===== src/rtl/rr_mux_sel_arbiter_pkg.sv =====
// Shared types and helpers for the round-robin mux-select arbiter.
package mux_pkg;

  localparam int unsigned MAX_N_REQ = 16;
  localparam int unsigned BIN_W     = $clog2(MAX_N_REQ);

  typedef enum logic {
    IDLE,
    LOCKED
  } arb_state_e;

  function automatic logic [BIN_W-1:0] onehot_to_bin(input logic [MAX_N_REQ-1:0] oh);
    logic [BIN_W-1:0] b;
    b = '0;
    for (int unsigned i = 0; i < MAX_N_REQ; i++) begin
      if (oh[i]) b = b | BIN_W'(i);
    end
    return b;
  endfunction

endpackage


===== src/rtl/rr_mux_sel_arbiter_pick.sv =====
// Combinational round-robin pick: first asserted request scanning from ptr, wrapping at N_REQ.
module rr_pick
  import mux_pkg::*;
#(
  parameter int unsigned N_REQ = 8,
  localparam int unsigned SEL_W = $clog2(N_REQ)
) (
  input  logic [N_REQ-1:0] req,
  input  logic [SEL_W-1:0] ptr,
  output logic             found,
  output logic [SEL_W-1:0] win_idx,
  output logic [N_REQ-1:0] win_oh
);

  int unsigned pos;

  always_comb begin
    found  = 1'b0;
    win_oh = '0;
    pos    = 0;
    for (int unsigned k = 0; k < N_REQ; k++) begin
      // ptr is always < N_REQ, so one conditional subtract wraps correctly
      pos = int'(ptr) + k;
      if (pos >= N_REQ) pos = pos - N_REQ;
      if (!found && req[SEL_W'(pos)]) begin
        found               = 1'b1;
        win_oh[SEL_W'(pos)] = 1'b1;
      end
    end
  end

  assign win_idx = SEL_W'(onehot_to_bin(MAX_N_REQ'(win_oh)));

endmodule


===== src/rtl/rr_mux_sel_arbiter.sv =====
// Round-robin arbiter driving a registered mux select and one-hot grant, locked until done.
module rr_mux_sel_arbiter
  import mux_pkg::*;
#(
  parameter int unsigned N_REQ = 8,
  localparam int unsigned SEL_W = $clog2(N_REQ)
) (
  input  logic             clk,
  input  logic             rst_n,
  input  logic [N_REQ-1:0] req,
  input  logic             done,
  output logic [SEL_W-1:0] sel,
  output logic [N_REQ-1:0] gnt,
  output logic             gnt_valid,
  output logic             busy
);

  arb_state_e       state_q, state_d;
  logic [SEL_W-1:0] ptr_q, ptr_d;
  logic [SEL_W-1:0] sel_q, sel_d;
  logic [N_REQ-1:0] gnt_q, gnt_d;
  logic             gnt_valid_q, gnt_valid_d;

  logic [SEL_W-1:0] ptr_inc;
  logic [SEL_W-1:0] pick_ptr;
  logic             found;
  logic [SEL_W-1:0] win_idx;
  logic [N_REQ-1:0] win_oh;

  assign ptr_inc  = (sel_q == SEL_W'(N_REQ - 1)) ? '0 : sel_q + 1'b1;
  // On done the pick must already see the advanced pointer to allow a bubble-free regrant
  assign pick_ptr = (state_q == LOCKED && done) ? ptr_inc : ptr_q;

  rr_pick #(.N_REQ(N_REQ)) u_pick (
    .req     (req),
    .ptr     (pick_ptr),
    .found   (found),
    .win_idx (win_idx),
    .win_oh  (win_oh)
  );

  always_comb begin
    state_d     = state_q;
    ptr_d       = ptr_q;
    sel_d       = sel_q;
    gnt_d       = gnt_q;
    gnt_valid_d = gnt_valid_q;
    unique case (state_q)
      IDLE: begin
        if (found) begin
          sel_d       = win_idx;
          gnt_d       = win_oh;
          gnt_valid_d = 1'b1;
          state_d     = LOCKED;
        end else begin
          gnt_d       = '0;
          gnt_valid_d = 1'b0;
        end
      end
      LOCKED: begin
        if (done) begin
          ptr_d = ptr_inc;
          if (found) begin
            sel_d = win_idx;
            gnt_d = win_oh;
          end else begin
            gnt_d       = '0;
            gnt_valid_d = 1'b0;
            state_d     = IDLE;
          end
        end
      end
      default: state_d = IDLE;
    endcase
  end

  always_ff @(posedge clk or negedge rst_n) begin
    if (!rst_n) begin
      state_q     <= IDLE;
      ptr_q       <= '0;
      sel_q       <= '0;
      gnt_q       <= '0;
      gnt_valid_q <= 1'b0;
    end else begin
      state_q     <= state_d;
      ptr_q       <= ptr_d;
      sel_q       <= sel_d;
      gnt_q       <= gnt_d;
      gnt_valid_q <= gnt_valid_d;
    end
  end

  assign sel       = sel_q;
  assign gnt       = gnt_q;
  assign gnt_valid = gnt_valid_q;
  assign busy      = gnt_valid_q;

endmodule


===== config.mk =====
export PLATFORM = sky130hd
export DESIGN_NAME = rr_mux_sel_arbiter
export DESIGN_NICKNAME = d
export VERILOG_FILES = /design/src/rtl/rr_mux_sel_arbiter_pkg.sv /design/src/rtl/rr_mux_sel_arbiter_pick.sv /design/src/rtl/rr_mux_sel_arbiter.sv
export SDC_FILE = /design/constraint.sdc
export NUM_CORES = 1
export LEC_CHECK = 0
export ABC_AREA = 0
export ABC_CLOCK_PERIOD_IN_PS = 9710
export CAP_MARGIN = 10
export CORE_MARGIN = 3
export CORE_UTILIZATION = 40
export CTS_BUF_LIST = sky130_fd_sc_hd__clkbuf_8
export DETAILED_ROUTE_END_ITERATION = 12
export MAX_ROUTING_LAYER = met4
export PLACE_DENSITY = 0.66
export RECOVER_POWER = 100
export SLEW_MARGIN = 20
export SYNTH_ARGS = -nofsm -noshare
export SYNTH_HDL_FRONTEND = slang
export SYNTH_SLANG_ARGS = --single-unit

===== constraint.sdc =====
create_clock -name clk -period 9.71 [get_ports clk]
set_input_delay 1.942 -clock clk [delete_from_list [all_inputs] [get_ports clk]]
set_output_delay 1.942 -clock clk [all_outputs]
set_load 0.01 [all_outputs]

==> impl_metrics.json, run 1 <==
{
  "status": "finished, violations left",
  "violations": "max-capacitance violations, max-slew violations",
  "r2r_slack_ns": 3.45,
  "min_path_type": "reg2reg",
  "path_cells": "dlygate4sd3_1 > and4bb_1 > nor2_1 > ha_1 > nand2b_1 > a211o_1 > nand2_1 > nor2_1 > a211oi_1 > nor4b_1 > o32a_1 > nor4b_1 > a41oi_1",
  "clock_latency_ns": 0.25,
  "yosysWarnings": 0,
  "synth-main-ff-cell": "dfrtp_1",
  "antenna_found_initial": 0,
  "worstHoldPathCells": 2,
  "min_from": "gnt[7]$_DFFE_PN0P_",
  "area.sequential_sq_um": 400,
  "numCtsBuffers": 3,
  "antenna_left": 0,
  "rsz0062_at_grt": "no",
  "drt_first_iter_violations": 188,
  "critical_path_arrival_ns": 7.99,
  "syn_nets": 258,
  "synth_seq_cells": 16,
  "cts_setup_buffers": 0,
  "r2r_start": "sel[0]$_DFFE_PN0P_",
  "clkSlewWorstSetupHoldPaths_ns": 0.07,
  "ys_seq_area_frac": 0.213,
  "synthArstFlopShare": 1.00,
  "die-area_sq_mm": 0.00556,
  "reg2reg_to": "sel[1]$_DFFE_PN0P_",
  "fin_crit_sh": 0.812,
  "portBuffers": 23,
  "post_cts_resized": 0,
  "cts-hold-fix-buffers": 0,
  "fin_skew_ns": 0.00656,
  "grt_pass1_vias": 1691,
  "multi_input_area_sq_mm": 0.00136,
  "busiest_layer": "met2",
  "avgRoutedWirePerCell_um": 17.5,
  "routed_wl_um": 5290,
  "drive_above_1_share": 0.0637,
  "grt-ovfl-total": 0,
  "finalNetCount": 271,
  "fill_cells": 446,
  "min_period_ns": 7.89,
  "grt_pass1_wl_um": 8510,
  "num_rows": 24,
  "crit_family": "compound AO/OA/AOI/OAI gates",
  "avgSynthCellArea_sq_um": 7.87,
  "grt_max_degree": 21,
  "grt_use_met3": 0.0203,
  "die_w_um": 74.6,
  "worstMarginPinSlew_ns": 1.96,
  "dpl_cell_area_sq_mm": 0.00210,
  "routed-via-count": 1955,
  "report.final.hold_viol_count": 0,
  "clock-root-buffer": "clkbuf_8",
  "area_growth_syn_to_layout_pct": 13.6,
  "core_region_area_sq_mm": 0.00444,
  "finalSetupTns_ns": 0,
  "start_util": 0.423,
  "ys_types": 66,
  "worstSetupEndpointType": "flip-flop",
  "maxSlewHeadroom": -0.317,
  "clock_sinks": 16,
  "firstDrtPassIters": 5,
  "hpwl_um": 4110,
  "timing.fmax_ghz": 0.127,
  "critical_path_class": "in2reg",
  "cp-start-kind": "primary input",
  "grt_use_met1": 0.285,
  "hold_path_end": "gnt[7]$_DFFE_PN0P_",
  "track_usage": 0.203,
  "cap_viol_max_count": 1,
  "drc": 0,
  "cpPeakStageDelay_ns": 1.54,
  "fp.dieH_um": 74.6,
  "cts-htree-levels": 1,
  "gp_congestion": 0.996,
  "cp_slowest_cell": "a211oi_1",
  "setup_viol": 0,
  "clockBufferDepth": 2,
  "drv_slew": 20,
  "synth_edf_count": 0,
  "grtUsageMet2": 0.310,
  "synth_cells": 239,
  "io_pins": 24,
  "cts_tree": "done",
  "rr_worst_depth": 14,
  "cp_max_fo": 20,
  "syn_area_sq_mm": 0.00188,
  "cp_num_buf_inv": 1,
  "diodes": 0,
  "vias_per_cell": 6.45,
  "required_ns": 9.82,
  "postLayoutCellArea_sq_mm": 0.00214
}
==> state kept, by name (all words and copies together) (netlist names) <==
signal,flops
busy,1
ptr_q,3
state_q,1
sel,3
gnt,8
==> metrics by stage <==
| step | hold WS [ns] | cells | utilization | setup slack, ns |
|---|---|---|---|---|
| 4_1_cts | 0.494 | 303 | 0.485 | 3.01 |
| 3_5_place_dp | 0.478 | 299 | 0.472 | 2.77 |
| 2_1_floorplan | 0.523 | 239 | - | 3.92 |
| 3_3_place_gp | 0.471 | 299 | 0.472 | 2.84 |
| 6_report | 0.479 | 303 | 0.481 | 1.82 |
| 5_1_grt | 0.525 | 303 | 0.481 | 1.41 |
==> kinds of logic after synthesis <==
kind of cell,after synthesis,share of synthesized area
muxes,9,0.0718
xor gates and xnor gates,2,0.00931
and+or+nand+nor,111,0.321
AOI/OAI and AO/OA,70,0.275
DFF,16,0.213
buffers and inverters,23,0.0572
adders and majority gates,8,0.0532
==> Yosys cell counts (5+ instances only) <==
master    count  share of area
nand2_1      40          0.080
dfrtp_1      16           0.21
nand3_1      14          0.037
a21oi_1      10          0.027
o21ai_1      10          0.027
clkbuf_1      9          0.018
and2_1        8          0.027
ha_1          8          0.053
nor2_1        8          0.016
inv_1         7          0.014
nand4_1       7          0.023
a31oi_1       6          0.020
nand2b_1      6          0.020
a211oi_1      5          0.020
==> how the worst max path moves through the flow <==
stage / slack, ns / cells after the start / to / startpoint
floorplan: 3.92 / 17 / gnt[0]$_DFFE_PN0P_ / done
global placement: 2.84 / 13 / sel[1]$_DFFE_PN0P_ / done
detailed placement: 2.77 / 13 / sel[1]$_DFFE_PN0P_ / done
CTS: 3.01 / 13 / sel[1]$_DFFE_PN0P_ / done
global route: 1.41 / 13 / sel[1]$_DFFE_PN0P_ / done
finish: 1.82 / 13 / sel[1]$_DFFE_PN0P_ / done
==> cells in the final DEF (no fill, tap or decap), types with 3 or more instances in the layout <==
master / n
dlygate4sd3_1: 15
nor3_1: 4
mux2_2: 3
clkdlybuf4s50_1: 8
and2_1: 7
a211o_1: 3
o21ai_1: 5
dfrtp_1: 16
a31oi_1: 6
mux2i_1: 3
nand4_1: 7
ha_1: 8
nand4b_1: 4
a21oi_1: 11
inv_1: 7
clkbuf_8: 4
o21ai_0: 5
nor4b_1: 4
nand2b_1: 6
nand2_1: 40
or3_1: 4
mux4_2: 3
nor2_1: 9
a211oi_1: 6
a21o_1: 3
nand3_1: 14
==> area by class of cell <==
class,count,area share
clock buffers,4,0.0257
inverters,8,0.0140
multi-input cells,200,0.635
flip-flops and latches,16,0.187
well taps,52,0.0304
repair buffers,23,0.108
==> tightest hold or removal path, delay by kind of cell (launching register included) <==
kind             cells  cell delay (ns)
AND/OR/NAND/NOR      1             0.04
AO/OA/AOI/OAI        1             0.06
flip-flops           1             0.34
==> routing by layer <==
metal  up-vias  share of wire  wire length (um)
met1       914           0.46              2440
met3        11          0.074               389
met5         -              0                 0
met2        91           0.45              2380
li1        939              -                 -
met4         0          0.017                89
Power of run 1 is not shown: default switching activity piles up to over one toggle a cycle in this logic, so the estimate is an artifact.
==> run 2: changes to the inputs <==
Settings changed: ABC_CLOCK_PERIOD_IN_PS 9710 to 7500.
Clock period 9.71 ns to 7.5 ns, I/O delays scaled along.
==> run 2 against run 1 <==
Against the previous run: the flow now finishes without violations; register-to-register slack got worse by 1.3 ns; hold slack got worse by 0.0062 ns; wire length decreased by 3.7%; critical path type unchanged.
==> impl_metrics.json, run 2 (synthesis gave the netlist of run 1 again) <==
{
  "worstMarginPinSlew_ns": 0.992,
  "postLayoutCellArea_sq_mm": 0.00215,
  "status": "finished, final reports clean",
  "clockBufferDepth": 2,
  "startpoint": "done",
  "fin_skew_ns": 0.00111,
  "r2r_slack_ns": 2.13,
  "finalNetCount": 272,
  "critical_path_class": "in2reg",
  "hpwl_um": 3940,
  "clkSlewWorstSetupHoldPaths_ns": 0.06,
  "die-area_sq_mm": 0.00556,
  "clock_sinks": 16,
  "gp_congestion": 0.997,
  "numCtsBuffers": 3,
  "report.final.hold_viol_count": 0,
  "dpl_cell_area_sq_mm": 0.00211,
  "fp.dieH_um": 74.6,
  "area_growth_syn_to_layout_pct": 14.3,
  "placed_cells": 300,
  "finalSetupTns_ns": 0,
  "drc": 0,
  "required_ns": 7.68,
  "core_region_area_sq_mm": 0.00444,
  "rsz0062_at_grt": "no",
  "worstSetupEndpointType": "flip-flop",
  "fin_crit_sh": 0.875,
  "drv_slew": 0,
  "final_common_cell": "nand2_1",
  "critical_path_arrival_ns": 6.75,
  "clock_latency_ns": 0.25,
  "grt_pass1_wl_um": 8550,
  "critPathCapture": "gnt[0]$_DFFE_PN0P_",
  "r2r_start": "sel[0]$_DFFE_PN0P_",
  "grt_pass1_vias": 1758,
  "cts-htree-levels": 1,
  "cp_max_fo": 20,
  "cts_setup_buffers": 0,
  "track_usage": 0.200,
  "layout_common_cells": "nand2_1 (40), dfrtp_1 (16), dlygate4sd3_1 (15)",
  "post_cts_resized": 0,
  "cp-start-kind": "primary input",
  "diodes": 0,
  "setup_viol": 0,
  "antenna_found_initial": 0,
  "worst_slack_ns": 0.935,
  "grt-ovfl-total": 0,
  "cts_tree": "done",
  "routed-via-count": 1944,
  "vias_per_cell": 6.39,
  "reg2reg_to": "gnt[0]$_DFFE_PN0P_",
  "min_path_type": "reg2reg",
  "num_rows": 24,
  "drt_first_iter_violations": 190,
  "die_w_um": 74.6,
  "cts-hold-fix-buffers": 0,
  "rr_worst_depth": 14,
  "cap_viol_max_count": 0,
  "start_util": 0.423,
  "maxSlewHeadroom": 0.339,
  "timing.fmax_ghz": 0.152,
  "firstDrtPassIters": 4,
  "min_period_ns": 6.56,
  "grt_max_degree": 21,
  "antenna_left": 0,
  "clock-root-buffer": "clkbuf_8",
  "min_from": "gnt[3]$_DFFE_PN0P_",
  "avgRoutedWirePerCell_um": 16.8,
  "fin_cells": 304,
  "largest_reg_flops": 8,
  "place_ws_ns": 1.18,
  "portBuffers": 23,
  "routed_wl_um": 5100,
  "drive_above_1_share": 0.0714,
  "io_pins": 24
}
==> run 2: area by class of cell <==
cell class / count / area (sq um)
timing repair buffer: 24 / 238
sequential: 16 / 400
inverter: 8 / 30.0
tap: 52 / 65.1
multi-input combinational: 200 / 1360
clock buffer: 4 / 55.1
fill: 436 / 2290
==> run 2: layer usage <==
layer / part of all wire / track usage / wire length, um
met1: 0.45 / 0.268 / 2290
met2: 0.46 / 0.315 / 2350
met5: 0 / - / 0
met4: 0.0096 / 0.0455 / 49
met3: 0.079 / 0.0324 / 404
==> run 2: critical path, cell delays in order <==
cell           delay, ns
dlygate4sd3_1       0.67
and4bb_1            0.36
nor2_1              0.78
ha_1                0.59
inv_1               0.27
o211a_1             0.22
or3_1               0.38
mux2i_1             0.31
or3b_1              0.54
or4_1               0.54
a32o_1              0.23
mux2_2              0.27
o21ai_2             0.10
==> run 2: worst min path at each step <==
stage,slack [ns],to,cells past startpoint
4_1_cts,0.49,gnt[3]$_DFFE_PN0P_,2
3_3_place_gp,0.47,gnt[3]$_DFFE_PN0P_,2
3_5_place_dp,0.48,gnt[3]$_DFFE_PN0P_,2
6_report,0.47,gnt[3]$_DFFE_PN0P_,2
5_1_grt,0.50,gnt[5]$_DFFE_PN0P_,2
2_1_floorplan,0.52,gnt[1]$_DFFE_PN0P_,2
==> run 2: stage by stage <==
stage,utilization,hold slack (ns)
CTS,0.486,0.490
global placement,0.474,0.469
finish,0.484,0.473
global route,0.484,0.504
floorplan,-,0.523
detailed placement,0.474,0.475
Power of run 2 is left out for the same reason.
